--- src/rtl/pll_lock_ctrl.sv ---
// PLL reset/lock sequencer: pulses the PLL reset, waits for a stable lock with
// timeout and bounded retries, and holds the system reset until the lock is stable.
module pll_lock_ctrl #(
   parameter int unsigned RST_CYCLES   = 10,
   parameter int unsigned LOCK_TIMEOUT = 5000,
   parameter int unsigned LOCK_STABLE  = 64,
   parameter int unsigned MAX_RETRY    = 3,
   parameter int unsigned CNT_W        = 8
) (
   input  logic             clk,
   input  logic             rst,
   input  logic             pll_locked,
   input  logic             relock_req,
   output logic             pll_rst,
   output logic             sys_rst,
   output logic             ready,
   output logic             fail,
   output logic [CNT_W-1:0] loss_cnt
);

   localparam int unsigned MAX_A = (RST_CYCLES > LOCK_TIMEOUT) ? RST_CYCLES : LOCK_TIMEOUT;
   localparam int unsigned MAX_C = (MAX_A > LOCK_STABLE) ? MAX_A : LOCK_STABLE;
   localparam int unsigned TW    = $clog2(MAX_C + 1);
   localparam int unsigned RW    = (MAX_RETRY > 0) ? $clog2(MAX_RETRY + 1) : 1;

   typedef enum logic [2:0] {
      S_RESET_PLL,
      S_WAIT_LOCK,
      S_STABLE,
      S_RUN,
      S_FAIL
   } state_t;

   state_t           state, state_nxt;
   logic [TW-1:0]    cnt, cnt_nxt;
   logic [RW-1:0]    retry_cnt, retry_nxt;
   logic [CNT_W-1:0] loss_nxt;
   logic             sync_q, locked_s;

   // pll_locked is asynchronous to clk
   always_ff @(posedge clk) begin
      if (rst) begin
         sync_q   <= 1'b0;
         locked_s <= 1'b0;
      end else begin
         sync_q   <= pll_locked;
         locked_s <= sync_q;
      end
   end

   always_ff @(posedge clk) begin
      if (rst) begin
         state     <= S_RESET_PLL;
         cnt       <= '0;
         retry_cnt <= '0;
         loss_cnt  <= '0;
      end else begin
         state     <= state_nxt;
         cnt       <= cnt_nxt;
         retry_cnt <= retry_nxt;
         loss_cnt  <= loss_nxt;
      end
   end

   always_comb begin
      state_nxt = state;
      cnt_nxt   = cnt;
      retry_nxt = retry_cnt;
      loss_nxt  = loss_cnt;
      if (relock_req) begin
         // relock wins over timeout and loss of lock; no loss is counted
         state_nxt = S_RESET_PLL;
         cnt_nxt   = '0;
         retry_nxt = '0;
      end else begin
         case (state)
            S_RESET_PLL: begin
               if (cnt == TW'(RST_CYCLES - 1)) begin
                  state_nxt = S_WAIT_LOCK;
                  cnt_nxt   = '0;
               end else begin
                  cnt_nxt = cnt + TW'(1);
               end
            end
            S_WAIT_LOCK: begin
               if (locked_s) begin
                  // this edge is the first stable sample
                  state_nxt = (LOCK_STABLE <= 1) ? S_RUN : S_STABLE;
                  cnt_nxt   = TW'(1);
               end else if (cnt == TW'(LOCK_TIMEOUT - 1)) begin
                  cnt_nxt = '0;
                  if (retry_cnt == RW'(MAX_RETRY)) begin
                     state_nxt = S_FAIL;
                  end else begin
                     state_nxt = S_RESET_PLL;
                     retry_nxt = retry_cnt + RW'(1);
                  end
               end else begin
                  cnt_nxt = cnt + TW'(1);
               end
            end
            S_STABLE: begin
               if (!locked_s) begin
                  state_nxt = S_WAIT_LOCK;
                  cnt_nxt   = '0;
               end else if (cnt == TW'(LOCK_STABLE - 1)) begin
                  state_nxt = S_RUN;
                  cnt_nxt   = '0;
               end else begin
                  cnt_nxt = cnt + TW'(1);
               end
            end
            S_RUN: begin
               if (!locked_s) begin
                  state_nxt = S_RESET_PLL;
                  cnt_nxt   = '0;
                  retry_nxt = '0;
                  if (loss_cnt != {CNT_W{1'b1}}) begin
                     loss_nxt = loss_cnt + CNT_W'(1);
                  end
               end
            end
            S_FAIL: begin
               state_nxt = S_FAIL;
            end
            default: begin
               state_nxt = S_RESET_PLL;
               cnt_nxt   = '0;
            end
         endcase
      end
   end

   assign pll_rst = (state == S_RESET_PLL);
   assign ready   = (state == S_RUN);
   assign sys_rst = (state != S_RUN);
   assign fail    = (state == S_FAIL);

endmodule

--- config.mk ---
export PLATFORM = sky130hd
export DESIGN_NAME = pll_lock_ctrl
export DESIGN_NICKNAME = d
export VERILOG_FILES = /design/src/rtl/pll_lock_ctrl.sv
export SDC_FILE = /design/constraint.sdc
export NUM_CORES = 1
export LEC_CHECK = 0
export BUFFER_PORTS_ARGS = -buffer_cell sky130_fd_sc_hd__buf_4
export CORE_ASPECT_RATIO = 0.5
export CORE_MARGIN = 2
export CORE_UTILIZATION = 45
export CTS_CLUSTER_DIAMETER = 80
export CTS_CLUSTER_SIZE = 24
export DETAILED_ROUTE_END_ITERATION = 16
export GPL_TIMING_DRIVEN = 0
export PLACE_DENSITY_LB_ADDON = 0.2
export RECOVER_POWER = 50
export SKIP_LAST_GASP = 1
export SLEW_MARGIN = 10
export SYNTH_ARGS = -nofsm -noshare
export SYNTH_HDL_FRONTEND = slang
export SYNTH_SLANG_ARGS = --single-unit
--- constraint.sdc ---
create_clock -name clk -period 2.4 [get_ports clk]
set_clock_uncertainty 0.1 [all_clocks]
set_input_delay 0.12 -clock clk [delete_from_list [all_inputs] [get_ports clk]]
set_output_delay 0.12 -clock clk [all_outputs]
set_load 0.01 [all_outputs]
==> out/metrics.cfg <==
[worst_hold_path]
hold_start = rst
holdPathStages = 4
min_to = state[0]
holdCritPathClass = in -> reg

[place]
gp_congestion = 0.782
portBuffers = 15
detailed_place_hpwl_mm = 2.40
placed_cell_area_um2 = 1760
dpl.cell_count = 250

[clock_tree]
cts_root_buf = clkbuf_8
ctsHoldBuffers = 1
cts_resized = 0
clk_latency_ns = 0.28
cts_tree = yes
cts.path.max_buffers = 2
postCtsSetupRepairBufs = 0
cts_buffers = 3
clkSlewWorstSetupHoldPaths_ns = 0.10
cts_sinks = 28
ctsHtreeMaxLevel = 1

[logic_synthesis]
avgSynthCellArea_um2 = 8.60
syn_inst = 184
synth_edf_count = 0
synth_top_family_by_area = simple AND/OR/NAND/NOR gates
muxShareOfSynthArea_pct = 1.90
synth_fa_ha_area_share_pct = 3.16
ys_ff_latch = 28
yosysWarnings = 0
ys_dominant_reg_cell = dfxtp_1
synth_compound_area_share_pct = 16.5
synth_xor_area_share_pct = 5.54
syn_area_um2 = 1580
syn_nets = 192
synth-seq-area-share_pct = 35.4
synthSimpleGateAreaFrac_pct = 32.2
yosysUniqueCellTypes = 52
synthArstFlopShare_pct = 0

[power_and_ir_drop]
seqPwrFrac_pct = 53.4
clkPwrFrac_pct = 43.7
p_sw_share_pct = 20.5
p_int_uw = 701
p_leak_uw = 0.000645
power_density_nw_per_um2 = 491
ir_worst_vdd_mv = 0.242
share_comb_of_total_power_pct = 2.9
p_sw_uw = 181

[timing]
slew_headroom_pct = 66.6
slew_viol_final = 0
timing.fmax_ghz = 0.457
finalCritPeriodShare_pct = 91.2
rsz0062_at_grt = false
period_needed_ns = 2.19
tightest_slew_ns = 0.501
finalSetupViolations = 0
worst_hold_slack_ns = 0.0555
final-hold-violation-count = 0
setup_tns_ns = 0

[floorplan]
core_um2 = 3400
die_h_um = 45.9
die_area_um2 = 4030
fp-row-count = 15
die_w_um = 87.8
ios = 16
start_util_pct = 46.6

[route]
firstDrtPassIters = 4
viasPerCell = 5.42
postRouteWirelength_mm = 3.39
dr.first_iter.drc_count = 80
ant_nets = 0
drt_drc_violations_left = 0
num_vias = 1382
wl_per_cell_um = 13.3

[setup_path]
crit_arrival_ns = 2.25
critPathLaunch = cnt[0]
r2r_cells = 7
required_ns = 2.46
start_kind = register
path_class = reg -> reg
rrSetupSlack_ns = 0.21
critPathMaxFanout = 9
worst_setup_path_end_kind = register
r2r_start = cnt[0]
r2r-end = cnt[9]

[finish]
layout-drive-gt1-share_pct = 13.2
n_antenna_cell = 0
utilization_pct = 52.9
final_area_um2 = 1800
nets = 213
area_growth_pct = 13.6
stdcell_count = 255

[grt]
antenna_found_initial = 0
grt_max_degree = 17
grt_pass1_vias = 1202
grt_overflow = 0
grt_usage_pct = 18.5
grt_pass1_wl_mm = 5.75

[job]
drv_cap = 0

[run_status]
status = complete, no violations

worst max-delay path, stage by stage (launching register included):
cell	delay (ns)
dfxtp_1	0.41
ha_1	0.23
and4_4	0.27
nand4_1	0.11
a32o_1	0.29
buf_6	0.14
nor2_2	0.39
o31ai_1	0.13
layer usage:
metal / track usage, % / up-vias / routed length (um) / part of all wire, %
met5: 0 / - / 0 / 0
met4: 3.38 / 0 / 11 / 0.32
met3: 4.53 / 2 / 157 / 4.6
met2: 31.5 / 27 / 1610 / 47
met1: 24.3 / 651 / 1610 / 48
li1: - / 702 / - / -
power by group through the flow:
| stage | registers, uW | logic, uW | clock network, uW |
|---|---|---|---|
| finish | 471 | 25.4 | 386 |
| global route | 472 | 28.5 | 406 |
| CTS | 471 | 26.2 | 388 |
| detailed placement | 481 | 24.8 | 0 |
| global placement | 481 | 24.6 | 0 |
| floorplan | 481 | 14.8 | 0 |
area by class of cell:
class                           instances  area [um^2]
Fill cell                             351         1600
Multi-Input combinational cell        141          938
Sequential cell                        28          561
Timing Repair Buffer                   16         81.3
Buffer                                 13         73.8
Tap cell                               51         63.8
Clock buffer                            3         41.3
Clock inverter                          1         30.0
Inverter                                2         7.51
how the worst max path moves through the flow:
stage	end	slack, ns	depth (start not counted)
2_1_floorplan	loss_cnt[7]	0.44	6
3_3_place_gp	state[0]	0.23	7
3_5_place_dp	cnt[4]	0.21	7
4_1_cts	cnt[4]	0.21	7
5_1_grt	cnt[7]	0.03	7
6_report	cnt[9]	0.21	7
kinds of logic after synthesis:
logic type                 count (synthesis)
buffers and inverters                     15
DFF                                       28
and+or+nand+nor                           88
xor gates and xnor gates                  10
muxes                                      3
adders and majority gates                  4
AOI/OAI and AO/OA                         36
synthesized netlist by cell type, types with 2 or more instances:
| master | count | area share (%) |
|---|---|---|
| or3_1 | 3 | 1.2 |
| xnor2_1 | 4 | 2.2 |
| clkbuf_1 | 5 | 1.2 |
| clkbuf_2 | 2 | 0.63 |
| and2_1 | 3 | 1.2 |
| o22ai_1 | 2 | 0.79 |
| and3b_1 | 2 | 1.1 |
| o21a_1 | 2 | 0.95 |
| mux2i_1 | 3 | 1.9 |
| nand3_1 | 14 | 4.4 |
| ha_1 | 4 | 3.2 |
| nand2_1 | 15 | 3.6 |
| inv_1 | 2 | 0.47 |
| buf_4 | 2 | 0.95 |
| xor2_1 | 6 | 3.3 |
| nor2b_1 | 5 | 2.0 |
| nor2_1 | 16 | 3.8 |
| dfxtp_1 | 28 | 35 |
| o31ai_1 | 6 | 2.8 |
| nand4_1 | 7 | 2.8 |
| or2_2 | 2 | 0.79 |
| buf_6 | 2 | 1.4 |
| a211oi_1 | 3 | 1.4 |
| a21oi_1 | 7 | 2.2 |
| o21ai_0 | 7 | 2.2 |
| nor3_1 | 6 | 1.9 |
metrics by stage:
step                      worst slack [ns]  total power [uW]
after floorplan                      0.444               495
final                                0.210               882
after CTS                            0.205               885
after detailed placement             0.213               506
after global routing                0.0285               906
after global placement               0.235               506
flip-flops by register name (all words and copies together) (netlist names):
register,cells
cnt,13
sync_q,1
retry_cnt,2
state,3
loss_cnt,8
locked_s,1
placed cells by master, fill, tap and decap left out, drive strengths merged, types with 2 or more instances in the layout:
cell / netlist / layout
a211oi: 3 / 3
a21oi: 8 / 8
and2: 3 / 3
and3b: 2 / 2
and4: 2 / 2
buf: 6 / 9
clkbuf: 7 / 22
dfxtp: 28 / 28
ha: 4 / 4
inv: 2 / 2
mux2i: 3 / 3
nand2: 15 / 15
nand3: 14 / 14
nand4: 8 / 8
nor2: 17 / 17
nor2b: 5 / 5
nor3: 7 / 7
nor4: 2 / 2
o211ai: 2 / 2
o21a: 2 / 2
o21ai: 7 / 7
o22ai: 2 / 2
o31ai: 6 / 6
or2: 3 / 3
or3: 3 / 3
xnor2: 4 / 4
xor2: 6 / 6
No activity file was read; power rests on OpenSTA's default activity.
